--- src/rtl/seg_scan_display.sv ---
// Multiplexed seven-segment driver: sequential double-dabble binary-to-BCD
// conversion feeding a prescaled digit scanner with enable, blanking, blink and overflow.
module seg_scan_display #(
    parameter int DIGITS       = 4,
    parameter int VAL_W        = 10,
    parameter int REFRESH_DIV  = 131072,
    parameter int BLINK_FRAMES = 64
) (
    input  logic              clk,
    input  logic              rst,
    input  logic              load,
    input  logic [VAL_W-1:0]  val,
    input  logic [DIGITS-1:0] dig_en,
    input  logic [DIGITS-1:0] blink_en,
    input  logic              lz_blank,
    output logic              busy,
    output logic              ovf,
    output logic [DIGITS-1:0] an,
    output logic [6:0]        seg
);

    localparam int NIB = DIGITS + 1;
    localparam int TW  = 4 * NIB + VAL_W;
    localparam int CW  = $clog2(VAL_W + 1);
    localparam int PW  = $clog2(REFRESH_DIV);
    localparam int IW  = (DIGITS > 1) ? $clog2(DIGITS) : 1;
    localparam int FW  = (BLINK_FRAMES > 1) ? $clog2(BLINK_FRAMES) : 1;

    localparam logic [6:0] SEG_BLANK = 7'b1111111;
    localparam logic [6:0] SEG_DASH  = 7'b0111111;

    function automatic logic [4*NIB-1:0] dabble_adj(input logic [4*NIB-1:0] b);
        logic [4*NIB-1:0] r;
        r = b;
        for (int i = 0; i < NIB; i++) begin
            if (b[4*i +: 4] >= 4'd5)
                r[4*i +: 4] = b[4*i +: 4] + 4'd3;
        end
        return r;
    endfunction

    function automatic logic [6:0] seg_code(input logic [3:0] d);
        logic [6:0] s;
        case (d)
            4'd0:    s = 7'b1000000;
            4'd1:    s = 7'b1111001;
            4'd2:    s = 7'b0100100;
            4'd3:    s = 7'b0110000;
            4'd4:    s = 7'b0011001;
            4'd5:    s = 7'b0010010;
            4'd6:    s = 7'b0000010;
            4'd7:    s = 7'b1111000;
            4'd8:    s = 7'b0000000;
            4'd9:    s = 7'b0010000;
            default: s = SEG_BLANK;
        endcase
        return s;
    endfunction

    // Conversion stage: working BCD nibbles + binary shift register
    logic [4*NIB-1:0]       bcd_q;
    logic [VAL_W-1:0]       sh_q;
    logic [CW-1:0]          step_q;
    logic                   busy_q;
    logic [TW-1:0]          cat;
    logic [TW-1:0]          cat_sh;
    logic                   last_step;
    logic [DIGITS-1:0][3:0] dig_q;
    logic                   ovf_q;

    assign cat       = {dabble_adj(bcd_q), sh_q};
    assign cat_sh    = {cat[TW-2:0], 1'b0};
    assign last_step = busy_q && (step_q == CW'(VAL_W - 1));

    always_ff @(posedge clk) begin
        if (rst) begin
            busy_q <= 1'b0;
            step_q <= '0;
        end else if (load) begin
            busy_q <= 1'b1;
            step_q <= '0;
        end else if (busy_q) begin
            step_q <= step_q + CW'(1);
            if (last_step)
                busy_q <= 1'b0;
        end
    end

    always_ff @(posedge clk) begin
        if (load) begin
            bcd_q <= '0;
            sh_q  <= val;
        end else if (busy_q) begin
            bcd_q <= cat_sh[TW-1:VAL_W];
            sh_q  <= cat_sh[VAL_W-1:0];
        end
    end

    // Commit stage: the final step lands all digits at once, so the scanner never sees partial BCD
    always_ff @(posedge clk) begin
        if (rst) begin
            dig_q <= '0;
            ovf_q <= 1'b0;
        end else if (last_step) begin
            dig_q <= cat_sh[VAL_W +: 4*DIGITS];
            ovf_q <= (cat_sh[VAL_W + 4*DIGITS +: 4] != 4'd0);
        end
    end

    // Scan stage: prescaler, digit index, frame counter and blink phase
    logic [PW-1:0]     presc_q;
    logic [IW-1:0]     idx_q;
    logic [FW-1:0]     frame_q;
    logic              phase_q;
    logic              tick;
    logic              idx_last;
    logic              hi_zero;
    logic [DIGITS-1:0] an_nxt;
    logic [6:0]        seg_nxt;
    logic [DIGITS-1:0] an_q;
    logic [6:0]        seg_q;

    assign tick     = (presc_q == PW'(REFRESH_DIV - 1));
    assign idx_last = (idx_q == IW'(DIGITS - 1));

    always_comb begin
        hi_zero = 1'b1;
        for (int j = 0; j < DIGITS; j++) begin
            if (IW'(j) >= idx_q && dig_q[j] != 4'd0)
                hi_zero = 1'b0;
        end
    end

    always_comb begin
        an_nxt  = '1;
        seg_nxt = SEG_BLANK;
        if (!dig_en[idx_q]) begin
            an_nxt = '1;
        end else if (phase_q && blink_en[idx_q]) begin
            an_nxt = '1;
        end else if (ovf_q) begin
            an_nxt[idx_q] = 1'b0;
            seg_nxt       = SEG_DASH;
        end else if (lz_blank && idx_q != '0 && hi_zero) begin
            an_nxt = '1;
        end else begin
            an_nxt[idx_q] = 1'b0;
            seg_nxt       = seg_code(dig_q[idx_q]);
        end
    end

    always_ff @(posedge clk) begin
        if (rst) begin
            presc_q <= '0;
            idx_q   <= '0;
            frame_q <= '0;
            phase_q <= 1'b0;
            an_q    <= '1;
            seg_q   <= SEG_BLANK;
        end else begin
            presc_q <= tick ? '0 : presc_q + PW'(1);
            if (tick) begin
                an_q  <= an_nxt;
                seg_q <= seg_nxt;
                idx_q <= idx_last ? '0 : idx_q + IW'(1);
                if (idx_last) begin
                    if (frame_q == FW'(BLINK_FRAMES - 1)) begin
                        frame_q <= '0;
                        phase_q <= ~phase_q;
                    end else begin
                        frame_q <= frame_q + FW'(1);
                    end
                end
            end
        end
    end

    assign busy = busy_q;
    assign ovf  = ovf_q;
    assign an   = an_q;
    assign seg  = seg_q;

endmodule

--- config.mk ---
export PLATFORM = sky130hd
export DESIGN_NAME = seg_scan_display
export DESIGN_NICKNAME = d
export VERILOG_FILES = /design/src/rtl/seg_scan_display.sv
export SDC_FILE = /design/constraint.sdc
export NUM_CORES = 1
export LEC_CHECK = 0
export BUFFER_PORTS_ARGS = -buffer_cell sky130_fd_sc_hd__clkbuf_2
export CAP_MARGIN = 20
export CORE_MARGIN = 5
export CORE_UTILIZATION = 55
export DETAILED_ROUTE_END_ITERATION = 10
export PLACE_DENSITY = 0.71
export SLEW_MARGIN = 30
export SYNTH_ARGS = -nofsm -noshare
export SYNTH_HDL_FRONTEND = slang
export SYNTH_SLANG_ARGS = --single-unit
--- constraint.sdc ---
create_clock -name clk -period 2.8 [get_ports clk]
set_input_delay 0.56 -clock clk [delete_from_list [all_inputs] [get_ports clk]]
set_output_delay 0.56 -clock clk [all_outputs]
set_load 0.05 [all_outputs]
## Word-level counts from Yosys, hierarchy flattened

Memory sizes are Yosys's and may differ from the RTL's.
Index checks and enable logic that the tools add are counted.

- Shift-type cells: 0
- Mux-type cells: 32
- Bitwise operators: 2
- Add/sub/neg operators: 9
- Equal/unequal tests: 4
- Magnitude comparators: 11
- Multipliers: 0
- Divide/modulo/power cells: 0
- Reduce and logical (&&, ||, !) cells: 20

Operators by type and width:

| cell | number |
|---|---|
| $mux W4 | 9 |
| $mux W7 | 4 |
| $ge A4 B3 Y1 const B | 5 |
| $mux W10 | 2 |
| $reduce_bool A4 Y1 | 5 |
| $add A17 B1 Y17 const B | 1 |
| $eq A17 B17 Y1 const B | 1 |
| $add A4 B2 Y4 const B | 4 |
| $mux W1 | 10 |
| $logic_and A1 B1 Y1 | 9 |
| $bmux W4 S2 | 1 |
| $add A6 B1 Y6 const B | 1 |
| $eq A6 B6 Y1 const B | 1 |
| $mux W6 | 1 |
| $add A4 B1 Y4 const B | 1 |
| $bmux W1 S2 | 2 |
| $eq A4 B4 Y1 const B | 1 |
| $ge A1 B2 Y1 const A | 2 |
| $ge A2 B2 Y1 const A | 2 |
| $not A4 Y4 | 1 |
| $reduce_bool A2 Y1 | 2 |
| $reduce_or A2 Y1 | 2 |
| $add A3 B2 Y3 const B | 1 |
| $lt A2 B3 Y1 const B | 1 |
| other kinds (9) | 9 |

- Output and inout bits: 13
- Memories: 1
- Input bits: 22
- Bits in read-only memories: 112
- Latch bits: 0
- Flip-flop bits (word level): 89
- Logic and storage cells: 94
- RAM bits: 0

Memories:

| name | words | bits a word | read ports | clocked after Yosys merged registers in | write ports | RTL line | source |
|---|---|---|---|---|---|---|---|
| (name not given) | 16 | 7 | 1 | 0 | 0 | 44 | `case (d)` |

## Logic depth before layout (Yosys ltp)

- Depth in word-level cells: 11
- Gate-level depth with buffers: 11
- Depth with buffers taken out: 10

## Worst setup path after synthesis

No wires, ideal clock.

- Path type: flip-flop to flip-flop
- Start point: register presc_q[0]
- End point: register an_q[1] (netlist: an[1])
- Arrival time: 2.227 ns
- Clock period less this slack: 2.297 ns
- Stages on the path, launching flop included: 12
- Library setup time: 0.070 ns
- Required time: 2.730 ns
- Path slack: 0.503 ns
- Cell sequence: dfxtp_1 ha_1 nand3_1 nor3_1 and3_1 ha_1 buf_4 or2_2 clkbuf_1 buf_1 nor2_1 a21oi_1

- Cells in the longest elaborated chain, start to end: 1

RTL lines:

| what | RTL line | source |
|---|---|---|
| from (decl) | 111 | `logic [PW-1:0] presc_q;` |
| from (signal assigned) | 161 | `presc_q <= tick ? '0 : presc_q + PW'(1);` |
| $eq A17 B17 Y1 | 123 | `assign tick = (presc_q == PW'(REFRESH_DIV - 1));` |
| to (signal assigned) | 163 | `an_q <= an_nxt;` |
| to (decl) | 120 | `logic [DIGITS-1:0] an_q;` |

Every way passes these cells.
A chain may end at the register's enable or synchronous reset.

## Final worst setup path

- Start point: register presc_q[0]
- End point: register seg_q[0] (netlist: seg[0])

- Cells in the longest elaborated chain, start to end: 1

RTL lines:

| what | RTL line | source |
|---|---|---|
| $eq A17 B17 Y1 | 123 |  |
| to (signal assigned) | 164 | `seg_q <= seg_nxt;` |
| to (decl) | 121 | `logic [6:0] seg_q;` |

Every way passes these cells.

==> results_dict.tcl <==
set metrics [dict create \
    dr.pass1.iters 4 \
    power_density_nw_per_um2 500 \
    vias 3228 \
    nFillCells 646 \
    crit_path_end_kind "flip-flop" \
    postLayoutCoreUtil 0.617 \
    nets 544 \
    pin_count 35 \
    die_w_um 98.2 \
    grt_pass1_wl_um 13100 \
    netlist_instances 467 \
    tightest_slew_ns 0.757 \
    htreeDepth 3 \
    rows 32 \
    antenna_found_initial 0 \
    io_buffers 34 \
    clock_path_buffers 2 \
    combPwrFrac 0.067 \
    leakage_nw 1.80 \
    path_max_fanout 5 \
    die_height_um 98.2 \
    ant_nets 0 \
    cts_hold_buf 0 \
    skew_ns 0.00897 \
    p_switching_mw 0.557 \
    area_growth_pct 10.2 \
    postCtsSetupBuffers 0 \
    synth_area_leaders "dfxtp_1 (37%), ha_1 (7.3%), edfxtp_1 (7.0%)" \
    fmax_ghz 0.414 \
    routabilityCongestion 0.794 \
    syn_area_per_cell_um2 9.17 \
    netlist_area_um2 4280 \
    globalRouteTotalUtil 0.163 \
    setup-violations-final 0 \
    multi_input_area_um2 2210 \
    rsz0062_at_grt "false" \
    power.internal_mw 1.80 \
    viasPerCell 5.34 \
    worstSetupPathType "flip-flop to flip-flop" \
    grt_max_degree 37 \
    yosysTopAreaCell "dfxtp_1" \
    drive_above_1_share 0.149 \
    synthesis.nets 514 \
    dp_hpwl_um 5750 \
    antennaDiodeCount 0 \
    outcome "finished, final reports clean" \
    vdd_drop_max_v 0.000329 \
    drt-total-wl_um 7890 \
    hp-class "flip-flop to flip-flop" \
    ys_seq_elements 89 \
    core_area_um2 7650 \
    tns_ns 0 \
    start_kind "flip-flop" \
    yosysMostFrequentCell "dfxtp_1" \
    grt_overflow 0 \
    relSlewSlack 0.495 \
    yosysSeqAreaShare 0.440 \
    critical_path_arrival_ns 2.64 \
    period_share 0.862 \
    drt_iter0_markers 121 \
    cts_tree "built" \
    swShare 0.236 \
    ys.flop_type "dfxtp_1" \
    min_period_ns 2.41 \
    clockPowerShare 0.365 \
    initial_core_util 0.560 \
    numClockSinks 89 \
    drv_cap 0 \
    synth-async-reset-ratio 0 \
    cts_resized 0 \
    synth_common_cells "dfxtp_1 (79), nor2_1 (70), nand2_1 (45)" \
    yosys_warnings 0 \
    routedWlPerCell_um 13.1 \
    finalHoldViolCount 0 \
    synth_edf_count 10 \
    ys_types 40 \
    seq_area_um2 1880 \
    clockRootBuffer "clkbuf_8" \
    remaining_drc_errors 0 \
    first_global_vias 2937 \
    clock_latency_ns 0.36 \
    pwr-share-seq 0.568 \
    synth.top_cell.area_share 0.369 \
    slew_viol_final 0 \
    required_ns 3.03 \
    path_clk_slew_ns 0.09 \
    die_area_um2 9650 \
    numCtsBuffers 9 \
]
[critical path: stages, from the launching register on]
cell and delay [ns]:
dfxtp_1 0.38, ha_1 0.19, nand3_1 0.17, nor3_1 0.33, and3_1 0.23, ha_1 0.29
nand4b_4 0.17, nor4b_4 0.42, a21oi_1 0.12
[power by group through the flow]
| stage | sequential, mW | clock (mW) | combinational [mW] |
|---|---|---|---|
| floorplan | 1.37 | 0 | 0.116 |
| global placement | 1.37 | 0 | 0.153 |
| detailed placement | 1.37 | 0 | 0.158 |
| CTS | 1.34 | 0.893 | 0.159 |
| global route | 1.35 | 0.947 | 0.177 |
| finish | 1.34 | 0.862 | 0.158 |
[cells by family (layout without fill, tap and decap cells)]
logic type                 Yosys count  after routing  synth area share
AOI/OAI and AO/OA                   75             75            0.0976
adders and majority gates           25             25            0.0731
xor gates and xnor gates            26             26            0.0532
muxes                               33             33             0.101
DFF                                 89             89             0.440
and+or+nand+nor                    174            174             0.191
buffers and inverters               45             80            0.0444
[flip-flops by register name (all words and copies together), names as in the netlist]
| name | cells |
|---|---|
| bcd_q | 20 |
| presc_q | 17 |
| dig_q | 16 |
| sh_q | 10 |
| seg | 7 |
| frame_q | 6 |
| an | 4 |
| step_q | 4 |
| idx_q | 2 |
| busy | 1 |
| ovf | 1 |
| phase_q | 1 |
[final timing paths]
| check | startpoint | end | slack [ns] | cells after the start |
|---|---|---|---|---|
| worst max-delay path | presc_q[0] | seg[0] | 0.39 | 8 |
| worst min register to register | dig_q[0] | dig_q[0] | 0.46 | 2 |
| worst max register to register | presc_q[0] | seg[0] | 0.39 | 8 |
| worst min-delay path | dig_q[0] | dig_q[0] | 0.46 | 2 |
[layer usage]
layer	GRT usage	wire (µm)	up-vias
met5	0	0	-
met4	0.0441	82	0
met3	0.0514	368	7
met2	0.273	3790	48
met1	0.205	3650	1516
li1	-	-	1657
[cells in the final DEF (no fill, tap or decap), drive strengths merged, types with 4 or more instances in the layout]
| master | instances |
|---|---|
| o21ai | 17 |
| nand3 | 14 |
| mux2i | 17 |
| mux4 | 6 |
| nand2b | 5 |
| edfxtp | 10 |
| clkbuf | 43 |
| nand4 | 4 |
| xor2 | 13 |
| nor3 | 7 |
| inv | 25 |
| xnor2 | 13 |
| a311oi | 5 |
| nor2 | 70 |
| clkinv | 5 |
| or2 | 5 |
| a21oi | 43 |
| buf | 6 |
| ha | 25 |
| nand2 | 46 |
| and3 | 4 |
| dfxtp | 79 |
| a211oi | 7 |
| mux2 | 10 |
| nor3b | 5 |
[through the flow]
step           power [mW]  cells  hold slack [ns]  area [µm²]  setup slack, ns
4_1_cts              2.39    604            0.458        4720            0.344
2_1_floorplan        1.49    467            0.430        4280            0.503
6_report             2.36    604            0.457        4720            0.387
3_3_place_gp         1.52    588            0.443        4520            0.459
3_5_place_dp         1.53    588            0.446        4520            0.358
5_1_grt              2.47    604            0.474        4720            0.151
[layout make-up]
type | instances | share of cell area
Multi-Input combinational cell | 333 | 0.468
Clock buffer | 9 | 0.0263
Sequential cell | 89 | 0.399
Clock inverter | 7 | 0.0149
Tap cell | 102 | 0.0270
Inverter | 24 | 0.0191
Timing Repair Buffer | 40 | 0.0456
No activity file was read; power rests on OpenSTA's default activity.
